[src/rtl/hazard_scoreboard.sv]
// Data-hazard scoreboard for the 5-stage pipeline: shadow EX/MEM/WB
// destinations, per-source forwarding selects, load-use and MDU stalls.
module hazard_scoreboard #(
    parameter int NUM_SRC   = 2,
    parameter int REG_AW    = 5,
    parameter int MDU_LAT   = 32,
    parameter int RF_BYPASS = 1
) (
    input  logic                      clk,
    input  logic                      rst,
    input  logic [NUM_SRC*REG_AW-1:0] id_src_addr,
    input  logic [NUM_SRC-1:0]        id_src_use,
    input  logic [REG_AW-1:0]         id_dst,
    input  logic [1:0]                id_kind,
    input  logic                      id_mdu_start,
    input  logic                      id_hilo_use,
    input  logic                      flush,
    output logic [NUM_SRC*3-1:0]      fwd_sel,
    output logic                      stall,
    output logic                      mdu_busy,
    output logic [REG_AW-1:0]         ex_dst,
    output logic [REG_AW-1:0]         mem_dst,
    output logic [REG_AW-1:0]         wb_dst
);

    localparam logic [1:0] K_LOAD = 2'd1;
    localparam logic [1:0] K_LINK = 2'd2;
    localparam int         CW     = $clog2(MDU_LAT + 1);

    logic [REG_AW-1:0] ex_dst_q, ex_dst_d;
    logic [1:0]        ex_kind_q, ex_kind_d;
    logic [REG_AW-1:0] mem_dst_q;
    logic [1:0]        mem_kind_q;
    // WB kind never changes a select, so only its destination is kept.
    logic [REG_AW-1:0] wb_dst_q;
    logic [CW-1:0]     cnt_q, cnt_d;

    logic [NUM_SRC-1:0] lu_vec;
    logic               load_use;
    logic               mdu_hazard;
    logic               accept;

    for (genvar i = 0; i < NUM_SRC; i++) begin : g_src
        logic [REG_AW-1:0] addr;
        logic              qual;
        logic              hit_ex;
        logic              hit_mem;
        logic              hit_wb;
        logic [2:0]        sel;

        assign addr    = id_src_addr[i*REG_AW +: REG_AW];
        assign qual    = id_src_use[i] && (addr != '0);
        assign hit_ex  = qual && (addr == ex_dst_q);
        assign hit_mem = qual && (addr == mem_dst_q);
        assign hit_wb  = qual && (addr == wb_dst_q);
        assign lu_vec[i] = hit_ex && (ex_kind_q == K_LOAD);

        // Nearest producer wins: EX, then MEM, then WB, else register file.
        always_comb begin
            sel = 3'd0;
            if (hit_ex) begin
                sel = (ex_kind_q == K_LINK) ? 3'd2 : 3'd1;
            end else if (hit_mem) begin
                if (mem_kind_q == K_LOAD)
                    sel = 3'd4;
                else if (mem_kind_q == K_LINK)
                    sel = 3'd5;
                else
                    sel = 3'd3;
            end else if (hit_wb) begin
                sel = (RF_BYPASS == 0) ? 3'd6 : 3'd0;
            end
        end

        assign fwd_sel[i*3 +: 3] = sel;
    end

    assign load_use   = |lu_vec;
    assign mdu_busy   = (cnt_q != '0);
    assign mdu_hazard = mdu_busy && (id_hilo_use || id_mdu_start);
    assign stall      = load_use || mdu_hazard;
    assign accept     = !stall && !flush;

    // Next EX entry and MDU countdown; stalled or flushed slots become bubbles.
    always_comb begin
        ex_dst_d  = accept ? id_dst : '0;
        ex_kind_d = accept ? id_kind : 2'd0;
        cnt_d     = cnt_q;
        if (id_mdu_start && accept)
            cnt_d = CW'(MDU_LAT);
        else if (cnt_q != '0)
            cnt_d = cnt_q - CW'(1);
    end

    // Advance the shadow pipeline and counter; reset clears everything.
    always_ff @(posedge clk) begin
        if (rst) begin
            ex_dst_q   <= '0;
            ex_kind_q  <= 2'd0;
            mem_dst_q  <= '0;
            mem_kind_q <= 2'd0;
            wb_dst_q   <= '0;
            cnt_q      <= '0;
        end else begin
            ex_dst_q   <= ex_dst_d;
            ex_kind_q  <= ex_kind_d;
            mem_dst_q  <= ex_dst_q;
            mem_kind_q <= ex_kind_q;
            wb_dst_q   <= mem_dst_q;
            cnt_q      <= cnt_d;
        end
    end

    assign ex_dst  = ex_dst_q;
    assign mem_dst = mem_dst_q;
    assign wb_dst  = wb_dst_q;

endmodule

[config.mk]
export PLATFORM = sky130hd
export DESIGN_NAME = hazard_scoreboard
export DESIGN_NICKNAME = d
export VERILOG_FILES = /design/src/rtl/hazard_scoreboard.sv
export SDC_FILE = /design/constraint.sdc
export NUM_CORES = 1
export LEC_CHECK = 0
export CORE_MARGIN = 5
export CORE_UTILIZATION = 46
export DETAILED_ROUTE_END_ITERATION = 8
export PLACE_DENSITY_LB_ADDON = 0.3
export SYNTH_ARGS = -nofsm -noshare
export SYNTH_HDL_FRONTEND = slang
export SYNTH_SLANG_ARGS = --single-unit
[constraint.sdc]
create_clock -name clk -period 2.8 [get_ports clk]
set_input_delay 0.42 -clock clk [delete_from_list [all_inputs] [get_ports clk]]
set_output_delay 0.42 -clock clk [all_outputs]
set_load 0.02 [all_outputs]
**Yosys cells after proc, flatten, opt, wreduce, memory -nomap -nowiden**

Index checks and enable logic that the tools add are counted.

- Bits of input ports: 24
- Output and inout port bits: 23
- Logic and storage cells: 48
- Bits in registers: 25

- $add $sub $neg: 1
- Muxes and demuxes: 9
- Equality and inequality tests: 8
- Bitwise gates (word level): 1
- Reduce and logical (&&, ||, !) cells: 22

Operators with widths:

| cell | count |
|---|---|
| 5-bit equality test | 4 |
| 3-bit 2-to-1 mux | 6 |
| 6-bit 2-to-1 mux | 2 |
| 1-bit logical AND | 11 |
| 5-bit nonzero test | 2 |
| 6-bit nonzero test | 1 |
| 2-bit OR reduction | 3 |
| 6-bit by 1-bit subtractor with 6-bit output, second input constant | 1 |
| 2-bit by 1-bit equality test with 1-bit output, second input constant | 2 |
| 2-bit equality test, second input constant | 2 |
| 1-bit zero test | 2 |
| 1-bit logical OR | 2 |
| 2-bit 2-to-1 mux | 1 |
| 2-bit nonzero test | 1 |
| 1-bit inverter | 1 |

**Longest topological paths before layout**

- Word-level depth: 10
- Depth in mapped cells: 8
- Depth with buffers taken out: 7

**Least setup slack after synthesis**

OpenSTA, ideal clock, no wires.

- Kind: register to output
- Start point: reg ex_dst_q[0], in the netlist ex_dst[0]
- End point: out fwd_sel[3]
- Cell stages (with the launch flop): 5
- Path buffers: 0
- Data required time: 2.380 ns
- Arrival time: 1.625 ns
- Path slack: 0.755 ns
- Path through: dfxtp_1 > xnor2_1 > nand2_1 > or4_4 > o22ai_1

- Word-level cells in the longest chain between the ends: 3

Ends and longest elaborated chain:

| what | RTL line | source |
|---|---|---|
| start, declared | 30 | `logic [REG_AW-1:0] ex_dst_q, ex_dst_d;` |
| start signal, assigned | 105 | `ex_dst_q <= ex_dst_d;` |
| 5-bit equality test | 53 | `assign hit_ex = qual && (addr == ex_dst_q);` |
| 1-bit logical AND | 53 |  |
| 3-bit 2-to-1 mux | 61 | `if (hit_ex) begin` |
| end, declared | 18 | `output logic [NUM_SRC*3-1:0] fwd_sel,` |

No other way between the ends.

**Worst setup path in the final report**

- Start point: in id_src_addr[7]
- End point: out fwd_sel[4]

- Word-level cells in the longest chain between the ends: 5
- Elaborated cells between the ends (all ways): 8
- Those cells by class: eq/ne (2); mux (2); reduce/logical (4)

Ends and longest elaborated chain:

| what | RTL line | source |
|---|---|---|
| start, declared | 11 | `input logic [NUM_SRC*REG_AW-1:0] id_src_addr,` |
| 5-bit nonzero test | 52 | `assign qual = id_src_use[i] && (addr != '0);` |
| 1-bit logical AND | 52 |  |
| 1-bit logical AND | 54 | `assign hit_mem = qual && (addr == mem_dst_q);` |
| 3-bit 2-to-1 mux | 63 | `end else if (hit_mem) begin` |
| 3-bit 2-to-1 mux * | 61 |  |

Mark *: on every way between the ends. The rest lies on a longest branch, timed or not.

==> impl_metrics.ini <==
[timing]
fmax_mhz = 372.5
hold_slack_ps = 505.3
setup_viol = 0
period_needed_ps = 2684
finalHoldViolCount = 0
rsz0062_at_grt = false
slew_headroom_pct = 66.16
finClkSkew_ps = 6.800
timing.final.crit_share_pct = 95.87
worst_slew_pin_slew_ps = 504.2
drv_slew = 0

[clock_network]
numCtsBuffers = 3
clock_latency_ps = 310
postCtsHoldBufs = 0
clock_sinks = 25
cts_tree = yes
cts_root_buf = clkbuf_4
htreeDepth = 1
ctsLongestPathBuffers = 2
clk_pin_slew_ps = 120

[layout]
fin_nets = 220
final_cells = 222
diodes = 0
area_delta_synth_final_pct = 47.19
final_layout_size_suffix_gt1_share_pct = 11.46

[power]
p_per_area_mw_per_mm2 = 609.9
vdd_drop_max_mv = 0.5253
p_leak_nw = 0.7165

[floorplanning]
rows = 18
core_area_mm2 = 0.002522
die_y_um = 61.61
die-area_mm2 = 0.003795
io_pins = 47
start_util_pct = 48.56
die_x_um = 61.61

[global_routing]
grt_usage_pct = 17.69
antenna_found_initial = 0
grt_max_degree = 14
grt_pass1_wl_um = 4995
grt_pass1_vias = 1128
grt_overflow = 0

[hold_path]
hp-class = reg -> reg

[routing]
drt-total-wl_um = 3047
antenna_left = 0
drt_pre_antenna_iters = 4
viasPerCell = 5.059
drc = 0
wl_per_cell_um = 13.73
drt-initial-drc-count = 47
vias = 1123

[synth]
synth_cell_types = 29
synth_top_area_share_pct = 40.86
synth_commonest_cells = 25 x dfxtp_1, 17 x xnor2_1, 13 x nor2_1, 13 x nor2b_1, 10 x nand3_1
synth_top_cell_by_area = dfxtp_1
ys_top_cells_by_area = dfxtp_1 41%, xnor2_1 12%, nor2b_1 6.6%
synth.cell_area_mm2 = 0.001225
syn_inst = 135
synth-seq-area-share_pct = 40.86
ys.flop_type = dfxtp_1
synth_edf_count = 0
syn_nets = 162
yosysMostFrequentCell = dfxtp_1
synth.avg_cell_area_um2 = 9.074
ys_seq_elements = 25
ys_warn_count = 0
async_flop_share_pct = 0

[place]
gp_congestion = 0.8513
place_inst = 218
hpwl_um = 2488
io_buffer_count = 46

[critical_path]
cp_slowest_cell = or4_1
start_kind = input port
critPathBufInv = 2
path_cells = clkdlybuf4s50_1 > or4_1 > o21ai_2 > nor4_1 > o31ai_1 > o22ai_1 > clkdlybuf4s15_1
end_kind = output port
max_stage_delay_ps = 540
worst-setup-path-type = in -> out
critical_path_required_ps = 2380
cp.arrival_ps = 2260
critPathMaxFanout = 3
cpLargestDelayFamily = buffers and inverters

[run]
cap_violations = 0

[status]
outcome = completed
[final cells by class]
class / instances / area (um^2)
clock buffers: 4 / 26.28
well taps: 30 / 37.54
flip-flops and latches: 25 / 500.5
repair buffers: 57 / 533.0
multi-input cells: 100 / 683.2
fillers: 219 / 719.4
inverters: 6 / 22.52
[worst paths after layout]
check | cells after the start | slack [ps] | to | from
setup reg to reg | 6 | 990 | cnt_q[5] | ex_dst[1]
setup / recovery | 7 | 120 | fwd_sel[4] | id_src_addr[7]
hold / removal | 1 | 510 | mem_kind_q[1] | ex_kind_q[1]
hold reg to reg | 1 | 510 | mem_kind_q[1] | ex_kind_q[1]
[timing repair]
| action | in CTS | in global routing |
|---|---|---|
| gates resized for setup | 8 | 4 |
| cloned | 0 | 0 |
| setup endpoints to repair | 7 | 5 |
| pin swaps | 0 | 0 |
| buffers inserted | 0 | 0 |
[where the power goes]
group / total, mW / switching, mW / internal (mW)
clock: 0.155 / 0.0992 / 0.0556
combinational: 0.489 / 0.254 / 0.235
sequential: 0.456 / 0.0458 / 0.410
total: 1.10 / 0.399 / 0.701
[cell families (layout without fill, tap and decap cells)]
group	Yosys count	after routing	synth area share (%)
compound gates	14	14	8.681
xor+xnor	25	25	17.88
fa+ha+maj	3	3	3.065
buf+inv	10	67	3.778
flops	25	25	40.86
simple gates	58	58	25.74
[metal layers]
layer	wire, um	GRT usage (%)	vias up
met5	0	0	-
met1	1338	22.81	507
li1	-	-	570
met3	268	3.354	4
met2	1418	30.64	42
met4	21	3.636	0
[placed cells by master, fill, tap and decap left out, drive strengths merged]
master,n
nor2,13
inv,6
or4,4
o31ai,3
clkdlybuf4s50,39
dfxtp,25
o21ai,3
and3b,1
nor4,2
nand2,5
clkdlybuf4s15,2
nor3b,1
buf,11
nand2b,3
nor2b,13
xor2,8
nor3,5
or3,1
dlygate4sd2,4
a211oi,1
o22ai,4
clkbuf,5
a21oi,1
nand3,10
xnor2,17
ha,3
o21a,2
[sequential cells by signal (all words and copies together), names as in the netlist]
name	cells
cnt_q	6
mem_kind_q	2
mem_dst	5
ex_dst	5
wb_dst	5
ex_kind_q	2
[stage by stage]
stage / power [mW] / cell area (um^2) / TNS [ps] / worst slack [ps] / utilization (%)
floorplan: 0.7881 / 1225 / 0 / 755.4 / -
global placement: 0.9339 / 1782 / -824.7 / -232.3 / 70.63
detailed placement: 0.9614 / 1782 / -1011 / -264.2 / 70.63
CTS: 1.112 / 1800 / 0 / 23.43 / 71.38
global route: 1.180 / 1803 / 0 / 7.520 / 71.48
finish: 1.100 / 1803 / 0 / 115.7 / 71.48
(Power assumes the default switching activity.)
